==> config.mk <==
export PLATFORM = sky130hd
export DESIGN_NAME = mux_n_pipe
export DESIGN_NICKNAME = d
export VERILOG_FILES = /design/src/rtl/mux_n_pipe_pkg.sv /design/src/rtl/mux_n_comb.sv /design/src/rtl/mux_n_pipe.sv
export SDC_FILE = /design/constraint.sdc
export NUM_CORES = 1
export LEC_CHECK = 0
export CAP_MARGIN = 20
export CORE_AREA = 2 2 74 83
export CTS_CLUSTER_DIAMETER = 150
export DETAILED_ROUTE_END_ITERATION = 12
export DIE_AREA = 0 0 76 85
export PLACE_DENSITY = 0.85
export RECOVER_POWER = 100
export SYNTH_ARGS = -nofsm -noshare
export SYNTH_HDL_FRONTEND = slang
export SYNTH_SLANG_ARGS = --single-unit
export TNS_END_PERCENT = 10
==> constraint.sdc <==
create_clock -name clk -period 4.51 [get_ports clk]
set_input_delay 0.6765 -clock clk [delete_from_list [all_inputs] [get_ports clk]]
set_output_delay 0.6765 -clock clk [all_outputs]
set_load 0.005 [all_outputs]
==> src/rtl/mux_n_pipe_pkg.sv <==
// Shared constants for the pipelined N-way selector.
//   BUS_W    : default datapath width
//   DEF_N_IN : default number of selectable inputs
//   sel_w_f  : select width for a given input count, never less than 1 bit
package mux_n_pipe_pkg;

  localparam int unsigned BUS_W    = 16;
  localparam int unsigned DEF_N_IN = 3;

  function automatic int unsigned sel_w_f(input int unsigned n);
    return (n <= 2) ? 1 : $clog2(n);
  endfunction

endpackage

==> src/rtl/mux_n_comb.sv <==
// Pure combinational N-way slice selector.
//   in_data : N_IN words, word k at bits [k*WIDTH +: WIDTH]
//   sel     : word index
//   data    : selected word, zero when sel is out of range
//   bad     : high when sel >= N_IN
module mux_n_comb
  import mux_n_pipe_pkg::*;
#(
  parameter  int unsigned WIDTH = BUS_W,
  parameter  int unsigned N_IN  = DEF_N_IN,
  localparam int unsigned SEL_W = sel_w_f(N_IN)
) (
  input  logic [N_IN*WIDTH-1:0] in_data,
  input  logic [SEL_W-1:0]      sel,
  output logic [WIDTH-1:0]      data,
  output logic                  bad
);

  always_comb begin
    data = '0;
    bad  = 1'b1;
    for (int unsigned k = 0; k < N_IN; k++) begin
      if (sel == SEL_W'(k)) begin
        data = in_data[k*WIDTH +: WIDTH];
        bad  = 1'b0;
      end
    end
  end

endmodule

==> src/rtl/mux_n_pipe.sv <==
// N-input WIDTH-bit selector with a registered output and a two-entry skid
// buffer under valid/ready flow control.
//   clk, rst   : clock, synchronous active-high reset
//   in_data    : N_IN flattened words, word k at [k*WIDTH +: WIDTH]
//   sel        : word index, sampled on accept
//   in_valid   : upstream word present
//   in_ready   : registered; low only while main and skid are both full
//   out_data   : selected word (main register)
//   out_valid  : out_data valid
//   out_ready  : downstream accepts
//   sel_err    : sticky, set when an out-of-range select is accepted
//   err_clr    : clears sel_err (a simultaneous set wins)
// An out-of-range select yields the last in-range value accepted, or zero
// when BAD_SEL_ZERO is set.
module mux_n_pipe
  import mux_n_pipe_pkg::*;
#(
  parameter  int unsigned WIDTH        = BUS_W,
  parameter  int unsigned N_IN         = DEF_N_IN,
  parameter  bit          BAD_SEL_ZERO = 1'b0,
  localparam int unsigned SEL_W        = sel_w_f(N_IN)
) (
  input  logic                  clk,
  input  logic                  rst,
  input  logic [N_IN*WIDTH-1:0] in_data,
  input  logic [SEL_W-1:0]      sel,
  input  logic                  in_valid,
  output logic                  in_ready,
  output logic [WIDTH-1:0]      out_data,
  output logic                  out_valid,
  input  logic                  out_ready,
  output logic                  sel_err,
  input  logic                  err_clr
);

  typedef enum logic [1:0] {
    ST_EMPTY,
    ST_ONE,
    ST_FULL
  } state_e;

  state_e             state_q, state_d;
  logic [WIDTH-1:0]   out_data_q, out_data_d;
  logic               out_valid_q, out_valid_d;
  logic [WIDTH-1:0]   skid_data_q, skid_data_d;
  logic               skid_valid_q, skid_valid_d;
  logic [WIDTH-1:0]   last_good_q, last_good_d;
  logic               sel_err_q, sel_err_d;
  logic               in_ready_q, in_ready_d;

  logic [WIDTH-1:0]   mux_data;
  logic               mux_bad;
  logic [WIDTH-1:0]   sel_val;
  logic               accept;
  logic               xfer;

  mux_n_comb #(
    .WIDTH (WIDTH),
    .N_IN  (N_IN)
  ) u_mux (
    .in_data (in_data),
    .sel     (sel),
    .data    (mux_data),
    .bad     (mux_bad)
  );

  always_comb begin
    if (!mux_bad) begin
      sel_val = mux_data;
    end else if (BAD_SEL_ZERO) begin
      sel_val = '0;
    end else begin
      sel_val = last_good_q;
    end
  end

  assign accept = in_valid & in_ready_q;
  assign xfer   = out_valid_q & out_ready;

  always_comb begin
    state_d      = state_q;
    out_data_d   = out_data_q;
    out_valid_d  = out_valid_q;
    skid_data_d  = skid_data_q;
    skid_valid_d = skid_valid_q;
    last_good_d  = last_good_q;
    sel_err_d    = sel_err_q;

    case (state_q)
      ST_EMPTY: begin
        if (accept) begin
          out_data_d  = sel_val;
          out_valid_d = 1'b1;
          state_d     = ST_ONE;
        end
      end
      ST_ONE: begin
        if (accept && xfer) begin
          out_data_d = sel_val;
        end else if (accept) begin
          skid_data_d  = sel_val;
          skid_valid_d = 1'b1;
          state_d      = ST_FULL;
        end else if (xfer) begin
          out_valid_d = 1'b0;
          state_d     = ST_EMPTY;
        end
      end
      ST_FULL: begin
        // in_ready is low here, so only a drain into main can happen.
        if (xfer) begin
          out_data_d   = skid_data_q;
          skid_valid_d = 1'b0;
          state_d      = ST_ONE;
        end
      end
      default: begin
        state_d      = ST_EMPTY;
        out_valid_d  = 1'b0;
        skid_valid_d = 1'b0;
      end
    endcase

    if (accept && !mux_bad) begin
      last_good_d = mux_data;
    end

    if (accept && mux_bad) begin
      sel_err_d = 1'b1;
    end else if (err_clr) begin
      sel_err_d = 1'b0;
    end

    in_ready_d = (state_d != ST_FULL);
  end

  always_ff @(posedge clk) begin
    if (rst) begin
      state_q      <= ST_EMPTY;
      out_data_q   <= '0;
      out_valid_q  <= 1'b0;
      skid_data_q  <= '0;
      skid_valid_q <= 1'b0;
      last_good_q  <= '0;
      sel_err_q    <= 1'b0;
      in_ready_q   <= 1'b1;
    end else begin
      state_q      <= state_d;
      out_data_q   <= out_data_d;
      out_valid_q  <= out_valid_d;
      skid_data_q  <= skid_data_d;
      skid_valid_q <= skid_valid_d;
      last_good_q  <= last_good_d;
      sel_err_q    <= sel_err_d;
      in_ready_q   <= in_ready_d;
    end
  end

  assign in_ready  = in_ready_q;
  assign out_data  = out_data_q;
  assign out_valid = out_valid_q;
  assign sel_err   = sel_err_q;

endmodule
==> summary.txt <==
Outcome
  • Status: finished, violations left
  • Violated checks: max-capacitance violations, max-slew violations

CTS
  • Clock transition at the registers of the reported paths: 0.09 ns
  • CTS Buffer Depth: 2
  • CTS H-Tree Depth: 2
  • Hold_buf cts: 0
  • CTS resizes: 0
  • Sink Count: 53
  • Root Buffer Master: clkbuf_8
  • Post-CTS Setup Bufs: 0
  • CTS tree: built
  • Clock latency on the worst-skew pair: roughly 0.30 ns
  • Num CTS Buffers: 5

Timing
  • Fin worst setup slack: roughly 1.7 ns
  • Fmax: about 350 MHz
  • Period utilization: between 60% and 70%
  • Unrepaired setup endpoints after global routing: no
  • Final critical-path required period: 2.84 ns
  • Hold_ws: 0.460 ns
  • Slew @ Worst Pin: 2.12 ns
  • Slew headroom: -41.2%
  • Setup violators final: 0
  • Worst clock skew: 0.00507 ns
  • Slew Viols, Final: 52
  • Setup TNS: 0 ns
  • Fin. Hold Viols: 0

Layout
  • Final net count: between 400 and 500
  • Diodes inserted: 0
  • Area delta synth->final: 25.7%
  • Post-route cell area: 3650 um^2
  • Commonest non-fill, non-tap cells in the layout: 78 x nand2_1, 53 x dfxtp_1, 50 x clkdlybuf4s50_1, 30 x a21oi_1, 22 x nor3_1
  • Commonest non-fill, non-tap cell in the layout: nand2_1
  • Storage element area: 1060 um^2
  • Ratio of cells with drive above 1 in the final layout: 10.9%
  • Multi-input logic area: 1620 um^2
  • Layout fillers: 469

Floorplan
  • Die Wd: 76 um
  • Initial Util: between 50% and 60%
  • Die Area: between 6000 and 7000 um^2
  • Rows: 29
  • I/O pin cnt: 74
  • Core footprint: 5620 um^2
  • Chip Height: roughly 85 um

Yosys
  • Top-area cell type share of the netlist area: between 30% and 40%
  • Register area share after synthesis: 36.5%
  • Post-synth EDFFs: 0
  • Mapped cell area: 2910 um^2
  • Synth top area cells: dfxtp_1 36%, nand2_1 10%, mux4_2 7.7%, mux2i_1 6.2%, a21oi_1 5.2%
  • Main synth FF type: dfxtp_1
  • Syn Inst Count: 341
  • Largest area contributor in the netlist: dfxtp_1
  • Avg Inst Size Synth: 8.53 um^2
  • Async SR Flop Fraction: 0%
  • Syn Nets: 396
  • Yosys cell types: 31
  • Syn. warnings: 0
  • Yosys reg bits: 53

Global routing
  • Total GRT Usage: between 20% and 30%
  • Initial antenna violation count: 0
  • Number of global-route vias before repair: between 2,000 and 2,500
  • Global-route wire length before repair: 11,000 um
  • Pin count of the biggest net entering global routing: 53
  • Congestion Overflow GR: 0

Pwr
  • Combinational share of power: 27.1%
  • Leak: around 0.0014 uW
  • P per Cell Area: 299 nW/um^2
  • Internal power: 776 uW
  • VDD IR max: 146 uV
  • Clk pwr share: 24.2%
  • Flop pwr share: ~49%
  • Net Switching: 318 uW
  • Sw Ratio: 29.1%

Run
  • Maxcap violations: 1

Drt
  • Via count: between 2,000 and 3,000
  • WL per Instance: 13.8 um
  • Post-DRT Antenna Nets: 0
  • Vias/cell: 5.59
  • DR iter-0 viols: 215
  • Total wire length: 6520 um
  • Router iterations before antenna repair: 4
  • DRC: 0

Setup path
  • R2r setup slk: between 2 and 2.5 ns
  • Req. time, crit path: between 4 and 5 ns
  • Reg2Reg Capture Point: out_data[12]
  • CP Capture Point: out_data[13]
  • Critical Path Start: sel[1]
  • Crit end category: flop
  • Reg2reg path depth: 5
  • RR Startpoint: state_q[1]
  • Critical path arrival: 3.05 ns
  • CP startpoint kind: input pin
  • CP max FO: 51
  • Crit Path Class: input pin to flop

Placement
  • # port buffers: 73
  • Dpl cell area: between 3000 and 4000 um^2
  • Worst slack, placed: 1.51 ns
  • DP HPWL: about 4700 um
  • Placer Congestion: 0.740

Worst hold path
  • Hold Crit Class: flop to flop
final cells by class:
class,count,area share (%)
Clock inverter,2,0.411
Clock buffer,6,1.99
Inverter,11,1.13
Timing Repair Buffer,77,20.4
Sequential cell,53,29.0
Multi-Input combinational cell,245,44.4
Tap cell,77,2.64
worst max-delay path: stages:
cell and delay [ns]:
clkbuf_1 1.49, mux4_2 0.55, nand2_1 0.07, a311oi_1 0.25
metrics by stage:
step	total power, uW	util (%)	cells
final	1090	65.0	471
after global routing	1150	65.0	471
after CTS	1110	65.3	471
after detailed placement	854	63.8	463
after global placement	846	63.8	463
after floorplan	732	-	341
power groups by stage:
stage	Combinational (uW)	Sequential, uW	Clock (uW)
detailed placement	308	546	0
global placement	301	545	0
CTS	309	535	269
global route	326	540	287
finish	296	534	264
floorplan	189	543	0
cell usage after synthesis (2+ instances only):
| master | n |
|---|---|
| nand2_1 | 78 |
| nand3b_1 | 7 |
| nand2b_1 | 2 |
| nand3_1 | 2 |
| a21oi_1 | 30 |
| o21ai_0 | 16 |
| a311oi_2 | 10 |
| buf_4 | 3 |
| inv_1 | 11 |
| nor2_1 | 12 |
| o211ai_1 | 10 |
| dfxtp_1 | 53 |
| buf_6 | 4 |
| mux2i_1 | 18 |
| a311oi_1 | 6 |
| clkbuf_1 | 20 |
| nor3_1 | 23 |
| mux4_2 | 10 |
| mux2_2 | 10 |
| buf_2 | 5 |
sequential cells by signal, summed over array words and instances, names as in the netlist:
signal       count
state_q          2
in_ready         1
last_good_q     16
skid_data_q     16
sel_err          1
out_data        16
out_valid        1
cell families (layout without fill, tap and decap cells):
logic type | Yosys count | in the layout | synth area share (%)
multiplexers | 38 | 38 | 17.8
buffers and inverters | 43 | 96 | 7.19
AO/OA/AOI/OAI | 77 | 77 | 19.0
AND/OR/NAND/NOR | 130 | 130 | 19.5
flip-flops | 53 | 53 | 36.5
metal layers:
layer | track usage, % | vias up | wire length, um
met3 | 2.87 | 9 | 312
met1 | 27.2 | 1230 | 2870
met4 | 4.96 | 0 | 93
met2 | 34.8 | 88 | 3250
li1 | - | 1307 | -
met5 | 0 | - | 0
worst min-delay path by stage:
| stage | cells after the start | slack, ns | startpoint | endpoint |
|---|---|---|---|---|
| after floorplan | 2 | 0.43 | last_good_q[10] | last_good_q[10] |
| after CTS | 2 | 0.46 | skid_data_q[9] | skid_data_q[9] |
| after global placement | 2 | 0.43 | last_good_q[14] | last_good_q[14] |
| after detailed placement | 2 | 0.44 | last_good_q[14] | last_good_q[14] |
| after global routing | 2 | 0.48 | last_good_q[12] | last_good_q[12] |
| final | 2 | 0.46 | last_good_q[8] | last_good_q[8] |
Power figures use the tool's default switching activity.
